## config.mk

```make
export PLATFORM = sky130hd
export DESIGN_NAME = dsi_crc_arb
export DESIGN_NICKNAME = d
export VERILOG_FILES = /design/src/rtl/dsi_crc_arb.sv
export SDC_FILE = /design/constraint.sdc
export NUM_CORES = 1
export LEC_CHECK = 0
export ABC_AREA = 0
export CORE_ASPECT_RATIO = 1.2
export CORE_UTILIZATION = 53
export DETAILED_ROUTE_END_ITERATION = 6
export PLACE_DENSITY = 0.89
export SYNTH_ARGS = -nofsm -noshare
export SYNTH_HDL_FRONTEND = slang
export SYNTH_SLANG_ARGS = --single-unit
```

## constraint.sdc

```tcl
create_clock -name dsi_clk -period 4.11 [get_ports dsi_clk]
set_input_delay 1.0275 -clock dsi_clk [delete_from_list [all_inputs] [get_ports dsi_clk]]
set_output_delay 1.0275 -clock dsi_clk [all_outputs]
set_load 0.03 [all_outputs]
```

## src/rtl/dsi_crc_arb.sv

```systemverilog
// Round-robin owner of a single byte-wide DSI long-packet CRC engine: grants one
// payload source, passes its bytes through while accumulating CRC-16, appends the footer.
module dsi_crc_arb #(
  parameter int          NUM_REQ  = 2,
  parameter int          WC_W     = 16,
  parameter logic [15:0] CRC_SEED = 16'hFFFF
) (
  input  logic                    dsi_clk,
  input  logic                    dsi_rst,
  input  logic [NUM_REQ-1:0]      req,
  input  logic [NUM_REQ*WC_W-1:0] wc,
  input  logic [NUM_REQ*8-1:0]    in_data,
  input  logic [NUM_REQ-1:0]      in_valid,
  output logic [NUM_REQ-1:0]      in_ready,
  output logic [NUM_REQ-1:0]      gnt,
  output logic [7:0]              out_data,
  output logic                    out_valid,
  input  logic                    out_ready,
  output logic                    out_last,
  output logic                    out_is_crc,
  output logic [15:0]             crc,
  output logic                    crc_done,
  output logic                    busy,
  output logic [2:0]              dbg_state
);

  localparam int IDX_W = (NUM_REQ > 1) ? $clog2(NUM_REQ) : 1;

  // Handshake: a byte moves on any edge where valid and ready are both high;
  // valid and data hold steady until that edge, and ready may change freely.
  typedef enum logic [2:0] {S_IDLE, S_PAYLOAD, S_CRC_LO, S_CRC_HI, S_DONE} state_t;

  state_t             state_q, state_d;
  logic [IDX_W-1:0]   ptr_q, ptr_d, sel_q, sel_d;
  logic [NUM_REQ-1:0] gnt_q, gnt_d;
  logic               busy_q, busy_d;
  logic [WC_W-1:0]    cnt_q, cnt_d;
  logic [15:0]        acc_q, acc_d, crc_q, crc_d;
  logic               found;
  logic [IDX_W-1:0]   win;
  logic [7:0]         sel_byte;
  logic               sel_valid;

  // Reflected CRC-16 (0x8408), LSB of the byte first, eight steps unrolled.
  function automatic logic [15:0] crc_step(input logic [15:0] c, input logic [7:0] b);
    logic [15:0] r;
    r = c;
    for (int i = 0; i < 8; i++) begin
      r = (r[0] ^ b[i]) ? ((r >> 1) ^ 16'h8408) : (r >> 1);
    end
    return r;
  endfunction

  // First requester strictly after the last winner, wrapping modulo NUM_REQ.
  always_comb begin
    int               idx;
    logic [IDX_W-1:0] idx_l;
    found = 1'b0;
    win   = '0;
    idx   = 0;
    idx_l = '0;
    for (int i = 1; i <= NUM_REQ; i++) begin
      idx   = (int'(ptr_q) + i) % NUM_REQ;
      idx_l = IDX_W'(idx);
      if (!found && req[idx_l]) begin
        found = 1'b1;
        win   = idx_l;
      end
    end
  end

  assign sel_byte  = in_data[int'(sel_q)*8 +: 8];
  assign sel_valid = in_valid[sel_q];

  always_comb begin
    state_d    = state_q;
    ptr_d      = ptr_q;
    sel_d      = sel_q;
    gnt_d      = gnt_q;
    busy_d     = busy_q;
    cnt_d      = cnt_q;
    acc_d      = acc_q;
    crc_d      = crc_q;
    in_ready   = '0;
    out_valid  = 1'b0;
    out_data   = 8'h00;
    out_last   = 1'b0;
    out_is_crc = 1'b0;
    crc_done   = 1'b0;
    case (state_q)
      S_IDLE: begin
        if (found) begin
          gnt_d   = NUM_REQ'(1) << win;
          busy_d  = 1'b1;
          ptr_d   = win;
          sel_d   = win;
          cnt_d   = wc[int'(win)*WC_W +: WC_W];
          acc_d   = CRC_SEED;
          state_d = (wc[int'(win)*WC_W +: WC_W] == '0) ? S_CRC_LO : S_PAYLOAD;
        end
      end
      S_PAYLOAD: begin
        in_ready[sel_q] = out_ready;
        out_valid       = sel_valid;
        out_data        = sel_byte;
        if (sel_valid && out_ready) begin
          acc_d = crc_step(acc_q, sel_byte);
          cnt_d = cnt_q - WC_W'(1);
          if (cnt_q == WC_W'(1)) state_d = S_CRC_LO;
        end
      end
      S_CRC_LO: begin
        out_valid  = 1'b1;
        out_is_crc = 1'b1;
        out_data   = acc_q[7:0];
        if (out_ready) state_d = S_CRC_HI;
      end
      S_CRC_HI: begin
        out_valid  = 1'b1;
        out_is_crc = 1'b1;
        out_last   = 1'b1;
        out_data   = acc_q[15:8];
        if (out_ready) begin
          crc_d   = acc_q;
          gnt_d   = '0;
          busy_d  = 1'b0;
          state_d = S_DONE;
        end
      end
      S_DONE: begin
        crc_done = 1'b1;
        state_d  = S_IDLE;
      end
      default: state_d = S_IDLE;
    endcase
  end

  always_ff @(posedge dsi_clk) begin
    if (dsi_rst) begin
      state_q <= S_IDLE;
      ptr_q   <= IDX_W'(NUM_REQ - 1);
      sel_q   <= '0;
      gnt_q   <= '0;
      busy_q  <= 1'b0;
      cnt_q   <= '0;
      acc_q   <= '0;
      crc_q   <= '0;
    end else begin
      state_q <= state_d;
      ptr_q   <= ptr_d;
      sel_q   <= sel_d;
      gnt_q   <= gnt_d;
      busy_q  <= busy_d;
      cnt_q   <= cnt_d;
      acc_q   <= acc_d;
      crc_q   <= crc_d;
    end
  end

  assign gnt       = gnt_q;
  assign busy      = busy_q;
  assign crc       = crc_q;
  assign dbg_state = state_q;

endmodule

```

==> metrics.md, run 1 <==
| Metric | Value |
|---|---|
| Outcome | finished clean |
| Pint | ~1.2 mW |
| Dominant synthesized flop cell | dfxtp_1 |
| CTS tree | yes |
| Peak supply drop | between 200 and 300 uV |
| Clk pwr share | around 20% |
| Post-CTS Resized | 0 |
| HPWL Detailed | 7.14 mm |
| Num CTS Buffers | 5 |
| Clock Latency Late Sink | about 320 ps |
| Minimum clock period | between 3000 and 4000 ps |
| GP Congestion | between 0.9 and 1 |
| Starting Density | between 50 and 60% |
| Post-layout nets | approximately 540 |
| Ys async rst share | 0% |
| First-pass GRT wire length | about 16 mm |
| Root Driver | clkbuf_8 |
| Vias per std cell | 6.02 |
| Worst EP arrival | roughly 2600 ps |
| Cts-stage hold buffer count | 0 |
| Power consumption | ~2.0 mW |
| DIE AREA | just under 7000 um2 |
| Hold Fails Final Rpt | 0 |
| CP max FO | 2 |
| Post-DRT Antenna Nets | 0 |
| Clock skew | approximately 5.6 ps |
| Post-Syn Area | roughly 3400 um2 |
| Sequential area share after synthesis | around a third |
| Setup TNS | 0 ps |
| Layout cells sized above 1 | 9.07% |
| Psw | 0.788 mW |
| FF+latch area | 1120 um2 |
| Max_cap viols | 0 |
| Largest net degree at the start of global routing | 29 |
| DR pass1 iterations | 4 |
| WL final | 9.64 mm |
| All-Layer GR Usage | between 30% and 40% |
| Vert. Die Dim | 89.7 um |
| Flop pwr share | between 30% and 40% |
| Vias | 3411 |
| Routed len/inst | roughly 17 um |
| RSZ-0062 raised after global routing | no |
| Rows | 31 |
| Core Area | between 6000 and 7000 um2 |
| GR Overflow Total | 0 |
| Yosys cell types | 60 |
| Leak Pwr | around 1.6 nW |
| Reg clk slew, reported paths | roughly 110 ps |
| Diodes inserted | 0 |
| Top Ports | just over 90 |
| Post-synthesis average cell area | approximately 8.3 um2 |
| Crit path cell chain | clkdlybuf4s50_1 > mux2i_4 > nor2_1 > a21oi_1 > nor2_1 > clkdlybuf4s50_1 |
| Synth Register Bits | 56 |
| Count of pins over their slew limit | 0 |
| Crit. End Element | output port |
| Most common cell after layout, fill and taps aside | clkdlybuf4s50_1 |
| Vias in the first global route | 3370 |
| Crit path kind | in2out |
| Sink Count | 56 |
| Number of enable flip-flop cells after synthesis | 0 |
| Comb pwr share | 43.7% |
| Net Count, Synth | roughly 470 |
| DRC violations left | 0 |
| Multi-input logic area | approximately 2100 um2 |
| Initial antenna violation count | 0 |
| Sw Ratio | between 40% and 50% |
| CP Launch Type | input port |
| Syn Inst Count | 409 |
| PortBufs | 90 |
| Req. time, crit path | 3080 ps |
| P per Cell Area | between 400 and 500 nW/um2 |
| CP max-delay cell | clkdlybuf4s50_1 |
| Worst rel slew slack | between 40% and 50% |
| Area Overhead vs Synth | 30.3% |
| Filler cell count | between 400 and 500 |
| Initial DRC Count | 194 |
| Tightest Hold Check Type | reg2reg |
| Postcts setup bufs | 0 |
| Fmax | around 280 MHz |
| Slowest cell delay on critical path | a little under 700 ps |
| Slew @ Worst Pin | 773 ps |
| Clock buffer depth | 2 |
| Highest-count cells in the layout ignoring fill and taps | clkdlybuf4s50_1, dfxtp_1, nand2_1, a21oi_1, nor2_1 |
| Final setup violation count | 0 |
| Chip width | 75.0 um |
| H-tree Lvls | 2 |
| Final period util | between 80% and 90% |
| Synth warnings | 0 |
power by group through the flow:
stage                     sequential [mW]  clock [mW]  combinational, mW
after floorplan                     0.715           0              0.612
after global placement              0.729           0              0.828
after detailed placement            0.733           0              0.849
after CTS                           0.721       0.377              0.856
after global routing                0.734       0.402              0.935
final                               0.724       0.383              0.861
final cells by class:
class | instances | share of cell area (%)
flip-flops and latches | 56 | 25.4
repair buffers | 99 | 21.9
clock inverters | 3 | 1.05
clock buffers | 5 | 1.56
inverters | 4 | 0.340
well taps | 82 | 2.32
multi-input cells | 318 | 47.5
final timing paths:
path	end	slack, ps	cells past startpoint	start
worst max register to register	cnt_q[11]$_SDFFE_PP0P_	1330	6	dbg_state[0]$_SDFFE_PP0P_
worst min-delay path	crc[11]$_SDFFE_PP0P_	460	2	crc[11]$_SDFFE_PP0P_
worst max-delay path	out_data[0]	480	6	in_data[8]
worst min register to register	crc[11]$_SDFFE_PP0P_	460	2	crc[11]$_SDFFE_PP0P_
logic make-up (layout without fill, tap and decap cells):
family,after synthesis,count (layout),synth area share (%)
AND/OR/NAND/NOR,151,151,22.9
AO/OA/AOI/OAI,109,109,19.8
flip-flops,56,56,33.0
buffers and inverters,35,111,5.24
multiplexers,32,32,10.5
XOR/XNOR,24,24,7.74
adder cells (fa/ha/maj),2,2,0.737
layer usage:
| layer | track usage, % | share of wire [%] | vias to the layer above |
|---|---|---|---|
| met3 | 6.14 | 6.6 | 34 |
| met5 | 0 | 0 | - |
| met1 | 33.1 | 37 | 1593 |
| li1 | - | - | 1633 |
| met4 | 15.8 | 3.8 | 0 |
| met2 | 56.2 | 53 | 151 |
critical path: cells and delay by family:
kind                   cells  cell delay [ps]
and+or+nand+nor            2              240
muxes                      1              100
buffers and inverters      2             1180
AOI/OAI and AO/OA          1               50
per-stage QoR:
| step | hold WS, ps | instance area (um2) | utilization (%) | std cells | setup slack (ps) |
|---|---|---|---|---|---|
| final | 461 | 4420 | 72.6 | 567 | 477 |
| after global routing | 494 | 4420 | 72.6 | 567 | 382 |
| after CTS | 465 | 4420 | 72.6 | 567 | 464 |
| after detailed placement | 450 | 4310 | 70.7 | 559 | 467 |
| after global placement | 445 | 4310 | 70.7 | 559 | 502 |
| after floorplan | 449 | 3390 | - | 409 | 1210 |
cells in the mapped netlist, types with 2 or more instances:
cell type | count | share of area (%)
o31ai_1 | 6 | 1.3
dfxtp_1 | 56 | 33
nand2b_1 | 3 | 0.55
and3_1 | 5 | 0.92
buf_1 | 2 | 0.22
o31a_1 | 2 | 0.52
xor2_1 | 6 | 1.5
a32o_1 | 4 | 1.2
mux2_2 | 6 | 2.0
xnor2_1 | 14 | 3.6
mux2i_1 | 23 | 6.8
nand3b_1 | 3 | 0.66
nor3_1 | 16 | 2.4
a21oi_1 | 51 | 7.5
clkbuf_1 | 15 | 1.7
buf_4 | 4 | 0.88
nor3b_1 | 2 | 0.44
buf_2 | 7 | 1.0
nand3_1 | 13 | 1.9
ha_1 | 2 | 0.74
xnor2_2 | 2 | 0.96
inv_1 | 4 | 0.44
nor2_2 | 2 | 0.37
a211oi_2 | 2 | 0.74
nor4_1 | 14 | 2.6
nand2_1 | 52 | 5.8
o21ai_1 | 9 | 1.3
buf_6 | 3 | 1.0
a211oi_1 | 3 | 0.66
o221a_2 | 3 | 1.0
nor2_1 | 28 | 3.1
o22ai_1 | 7 | 1.3
mux2i_4 | 2 | 1.3
o21ai_0 | 12 | 1.8
sequential cells by signal, indices dropped and copies added (netlist names):
signal	flops
gnt	2
acc_q	16
ptr_q	1
cnt_q	16
busy	1
crc	16
sel_q	1
dbg_state	3
Note: power is estimated with default switching activity, not from simulation.
==> run 2, diff against run 1 <==
- CORE_UTILIZATION: 53 -> 49
- CTS_CLUSTER_DIAMETER: not set -> 30
- PLACE_DENSITY: 0.89 -> 0.84
- clock period: 4.11 -> 3.6 ns (I/O delays scaled with it)
==> metrics.md, run 2 (synthesis gave the netlist of run 1 again) <==
| Metric | Value |
|---|---|
| Worst EP arrival | between 2000 and 2500 ps |
| Max_cap viols | 0 |
| Clock skew | ~8.4 ps |
| Root Driver | clkbuf_8 |
| Vert. Die Dim | 93.2 um |
| Slew @ Worst Pin | 785 ps |
| Highest-count cells in the layout ignoring fill and taps | clkdlybuf4s50_1, dfxtp_1, nand2_1, a21oi_1, nor2_1 |
| Multi-input logic area | ~2100 um2 |
| Largest net degree at the start of global routing | 27 |
| Num CTS Buffers | 5 |
| Final period util | between 90% and 100% |
| Vias in the first global route | roughly 3300 |
| Critical path origin | in_data[10] |
| RSZ-0062 raised after global routing | no |
| Starting Density | between 50% and 60% |
| Clock Latency Late Sink | approximately 320 ps |
| Clock buffer depth | 2 |
| Minimum clock period | between 3000 and 4000 ps |
| DR pass1 iterations | 4 |
| Worst rel slew slack | ~48% |
| Cts-stage hold buffer count | 0 |
| Most common cell after layout, fill and taps aside | clkdlybuf4s50_1 |
| GP Congestion | between 0.9 and 1 |
| Diodes inserted | 0 |
| FF+latch area | around 1100 um2 |
| Tightest Hold Check Type | reg2reg |
| CP Launch Type | input port |
| Initial antenna violation count | 0 |
| Crit path kind | in2out |
| Area Overhead vs Synth | 30.5% |
| CP Capture Point | out_data[2] |
| PortBufs | 90 |
| Core Area | around 6600 um2 |
| Layout cells sized above 1 | about 9.6% |
| Worst R2R Path Depth | 6 |
| Vias per std cell | roughly 5.9 |
| Inst Count DP | roughly 570 |
| Leak Pwr | 1.58 nW |
| Vias | about 3400 |
| Count of pins over their slew limit | 0 |
| R2R Setup Slk | 940 ps |
| Sink Count | 56 |
| H-tree Lvls | 2 |
| Post-CTS Resized | 0 |
| Final core occ | 67.4% |
| Filler cell count | around 560 |
| CP max FO | 2 |
| Post-layout nets | 544 |
| Power consumption | about 2.2 mW |
| Req. time, crit path | 2700 ps |
| First-pass GRT wire length | 15.7 mm |
| WL final | roughly 9.3 mm |
| Worst r2r dst | cnt_q[15]$_SDFFE_PP0P_ |
| Hold Slack | between 400 and 500 ps |
| Setup TNS | 0 ps |
| P per Cell Area | 490 nW/um2 |
| Top Ports | 91 |
| HPWL Detailed | between 6 and 7 mm |
| Postcts setup bufs | 0 |
| Non-Filler Instances | around 570 |
| Peak supply drop | around 280 uV |
| Hold Fails Final Rpt | 0 |
| R2R Path Start | dbg_state[0]$_SDFFE_PP0P_ |
| Crit. End Element | output port |
| DIE AREA | 7260 um2 |
| Reg clk slew, reported paths | about 110 ps |
| All-Layer GR Usage | between 20% and 30% |
| Chip width | 78.0 um |
| Outcome | finished clean |
| Final setup violation count | 0 |
| CTS tree | yes |
| Fmax | between 200 and 300 MHz |
| Rows | 32 |
| Initial DRC Count | around 200 |
| GR Overflow Total | 0 |
| Post-DRT Antenna Nets | 0 |
| DRC violations left | 0 |
| Routed len/inst | 16.3 um |
-- run 2: changes by cell type in the layout (fill, tap and decap cells not counted) --
| cell | delta |
|---|---|
| buf_4 | +3 |
| bufinv_16 | -1 |
| clkinvlp_4 | -1 |
| clkinv_4 | +2 |
-- run 2: layer usage --
metal,GRT usage (%),vias up,wire [um]
met1,30.4,1597,3690
met3,4.68,21,502
li1,-,1635,-
met2,50.7,119,4910
met4,9.57,0,235
met5,0,-,0
-- run 2: final cells by class --
| class | count | area share [%] |
|---|---|---|
| Clock buffer | 5 | 1.55 |
| Clock inverter | 3 | 0.594 |
| Inverter | 4 | 0.339 |
| Multi-Input combinational cell | 318 | 47.4 |
| Sequential cell | 56 | 25.3 |
| Tap cell | 85 | 2.40 |
| Timing Repair Buffer | 102 | 22.4 |
-- run 2: through the flow --
| stage | setup WS, ps | instance area, um2 |
|---|---|---|
| floorplan | 832 | 3390 |
| global placement | 287 | 4330 |
| detailed placement | 255 | 4330 |
| CTS | 253 | 4430 |
| global route | 181 | 4430 |
| finish | 264 | 4430 |
-- run 2: how the worst min path moves through the flow --
stage | end | startpoint | depth (start not counted)
6_report | crc[15]$_SDFFE_PP0P_ | crc[15]$_SDFFE_PP0P_ | 2
5_1_grt | crc[0]$_SDFFE_PP0P_ | crc[0]$_SDFFE_PP0P_ | 2
4_1_cts | crc[15]$_SDFFE_PP0P_ | crc[15]$_SDFFE_PP0P_ | 2
3_5_place_dp | crc[6]$_SDFFE_PP0P_ | crc[6]$_SDFFE_PP0P_ | 2
3_3_place_gp | crc[2]$_SDFFE_PP0P_ | crc[2]$_SDFFE_PP0P_ | 2
2_1_floorplan | cnt_q[12]$_SDFFE_PP0P_ | cnt_q[12]$_SDFFE_PP0P_ | 2
-- run 2: power by group --
| part | switching (mW) | internal, mW | total [mW] |
|---|---|---|---|
| sequential | 0.109 | 0.704 | 0.813 |
| clock | 0.222 | 0.142 | 0.364 |
| combinational | 0.556 | 0.436 | 0.992 |
-- run 2: critical path, cell delays in order --
cell,delay [ps]
clkdlybuf4s50_1,510
mux2i_4,110
nor2_1,110
a21oi_1,50
nor2_1,80
clkdlybuf4s50_1,680
==> run 3, diff against run 2 <==
- CORE_UTILIZATION: 49 -> 53
- PLACE_DENSITY: 0.84 -> 0.86
- clock period: 3.6 -> 4.28 ns (I/O delays scaled with it)
==> metrics.md, run 3 (synthesis gave the netlist of run 1 again) <==
| Metric | Value |
|---|---|
| Vias | 3451 |
| Post-DRT Antenna Nets | 0 |
| Routed len/inst | roughly 18 um |
| DRC violations left | 0 |
| HPWL Detailed | around 7 mm |
| GP Congestion | just over 0.9 |
| H-tree Lvls | 2 |
| Leak Pwr | roughly 1.6 nW |
| Setup TNS | 0 ps |
| Num CTS Buffers | 5 |
| Crit path cell chain | clkdlybuf4s50_1 > mux2i_4 > nor2_1 > a21oi_1 > nor2_1 > clkdlybuf4s50_1 |
| Reg clk slew, reported paths | between 100 and 150 ps |
| Clock skew | slightly above 9 ps |
| Root Driver | clkbuf_8 |
| Cts-stage hold buffer count | 0 |
| Critical path buffer and inverter count | 2 |
| Initial antenna violation count | 0 |
| Post-layout nets | 542 |
| Filler cell count | 495 |
| Worst EP arrival | around 2600 ps |
| Worst rel slew slack | 43.0% |
| Vert. Die Dim | ~90 um |
| CTS tree | yes |
| Slew @ Worst Pin | roughly 850 ps |
| Req. time, crit path | 3210 ps |
| First-pass GRT wire length | roughly 16 mm |
| Postcts setup bufs | 0 |
| Crit. End Element | output port |
| Clock Latency Late Sink | between 300 and 400 ps |
| Fmax | between 200 and 300 MHz |
| PortBufs | 90 |
| Layout cells sized above 1 | under 10% |
| Worst path top cell family by delay | buffers and inverters |
| Outcome | finished clean |
| Area Overhead vs Synth | 30.4% |
| DR pass1 iterations | 4 |
| Non-Filler Instances | around 570 |
| All-Layer GR Usage | 31.3% |
| Most common cell after layout, fill and taps aside | clkdlybuf4s50_1 |
| Chip width | about 75 um |
| Vias in the first global route | 3387 |
| P per Cell Area | about 430 nW/um2 |
| Post-CTS Resized | 0 |
| RSZ-0062 raised after global routing | no |
| Largest net degree at the start of global routing | 45 |
| Starting Density | 55.7% |
| Clock buffer depth | 2 |
| CP max-delay cell | clkdlybuf4s50_1 |
| GR Overflow Total | 0 |
| CP max FO | 2 |
| Highest-count cells in the layout ignoring fill and taps | clkdlybuf4s50_1, dfxtp_1, nand2_1, a21oi_1, nor2_1 |
| Hold Fails Final Rpt | 0 |
| Max_cap viols | 0 |
| Minimum clock period | roughly 3700 ps |
| Core Area | about 6000 um2 |
| Vias per std cell | approximately 6 |
| Final worst slack | 566 ps |
| Slowest cell delay on critical path | 670 ps |
| DIE AREA | 6730 um2 |
| Final setup violation count | 0 |
| Sink Count | 56 |
| WL final | 10.0 mm |
| R2R Setup Slk | approximately 1700 ps |
| Diodes inserted | 0 |
| Crit path kind | in2out |
| Peak supply drop | 273 uV |
| Final period util | about 87% |
| Initial DRC Count | roughly 320 |
| Count of pins over their slew limit | 0 |
| Top Ports | 91 |
| Tightest Hold Check Type | reg2reg |
| Rows | 31 |
| CP Launch Type | input port |
| Worst slack, placed | 575 ps |
| Inst Count DP | 560 |
run 3: path summary, 6_finish.rpt:
path                             startpoint                      to  cells after the start
setup / recovery                 in_data[2]             out_data[2]                      6
setup reg to reg  dbg_state[0]$_SDFFE_PP0P_  cnt_q[15]$_SDFFE_PP0P_                      6
hold reg to reg         crc[7]$_SDFFE_PP0P_     crc[7]$_SDFFE_PP0P_                      2
hold / removal          crc[7]$_SDFFE_PP0P_     crc[7]$_SDFFE_PP0P_                      2
run 3: through the flow:
step	instance area [um2]	utilization, %	total power [mW]	hold WS (ps)
2_1_floorplan	3390	-	1.27	449
3_3_place_gp	4310	70.8	1.50	447
3_5_place_dp	4310	70.8	1.52	449
4_1_cts	4420	72.7	1.87	464
5_1_grt	4420	72.7	1.99	490
6_report	4420	72.7	1.89	461
run 3: worst reg2reg max path: cells and delay by family (launching register included):
kind | cells | cell delay [ps]
and+or+nand+nor | 3 | 1110
DFF | 1 | 580
AOI/OAI and AO/OA | 2 | 500
buffers and inverters | 1 | 330
run 3: power breakdown:
| part | internal, mW | switching, mW | leakage (nW) |
|---|---|---|---|
| logic | 0.365 | 0.463 | 1.06 |
| clock network | 0.177 | 0.179 | 0.0558 |
| registers | 0.592 | 0.109 | 0.461 |
run 3: area by class of cell:
class | instances | area [um2] | area share (%)
Clock inverter | 2 | 38.8 | 0.877
Inverter | 4 | 15.0 | 0.339
Sequential cell | 56 | 1120 | 25.3
Multi-Input combinational cell | 318 | 2100 | 47.4
Clock buffer | 6 | 72.6 | 1.64
Tap cell | 82 | 103 | 2.32
Timing Repair Buffer | 100 | 976 | 22.1
run 3: metal layers:
layer  vias to the layer above  wire (um)  global-route usage [%]
met5                         -          0                       0
met1                      1611       3830                    34.9
met4                         0        545                    21.4
met2                       168       5020                    54.1
met3                        44        628                    5.47
li1                       1628          -                       -
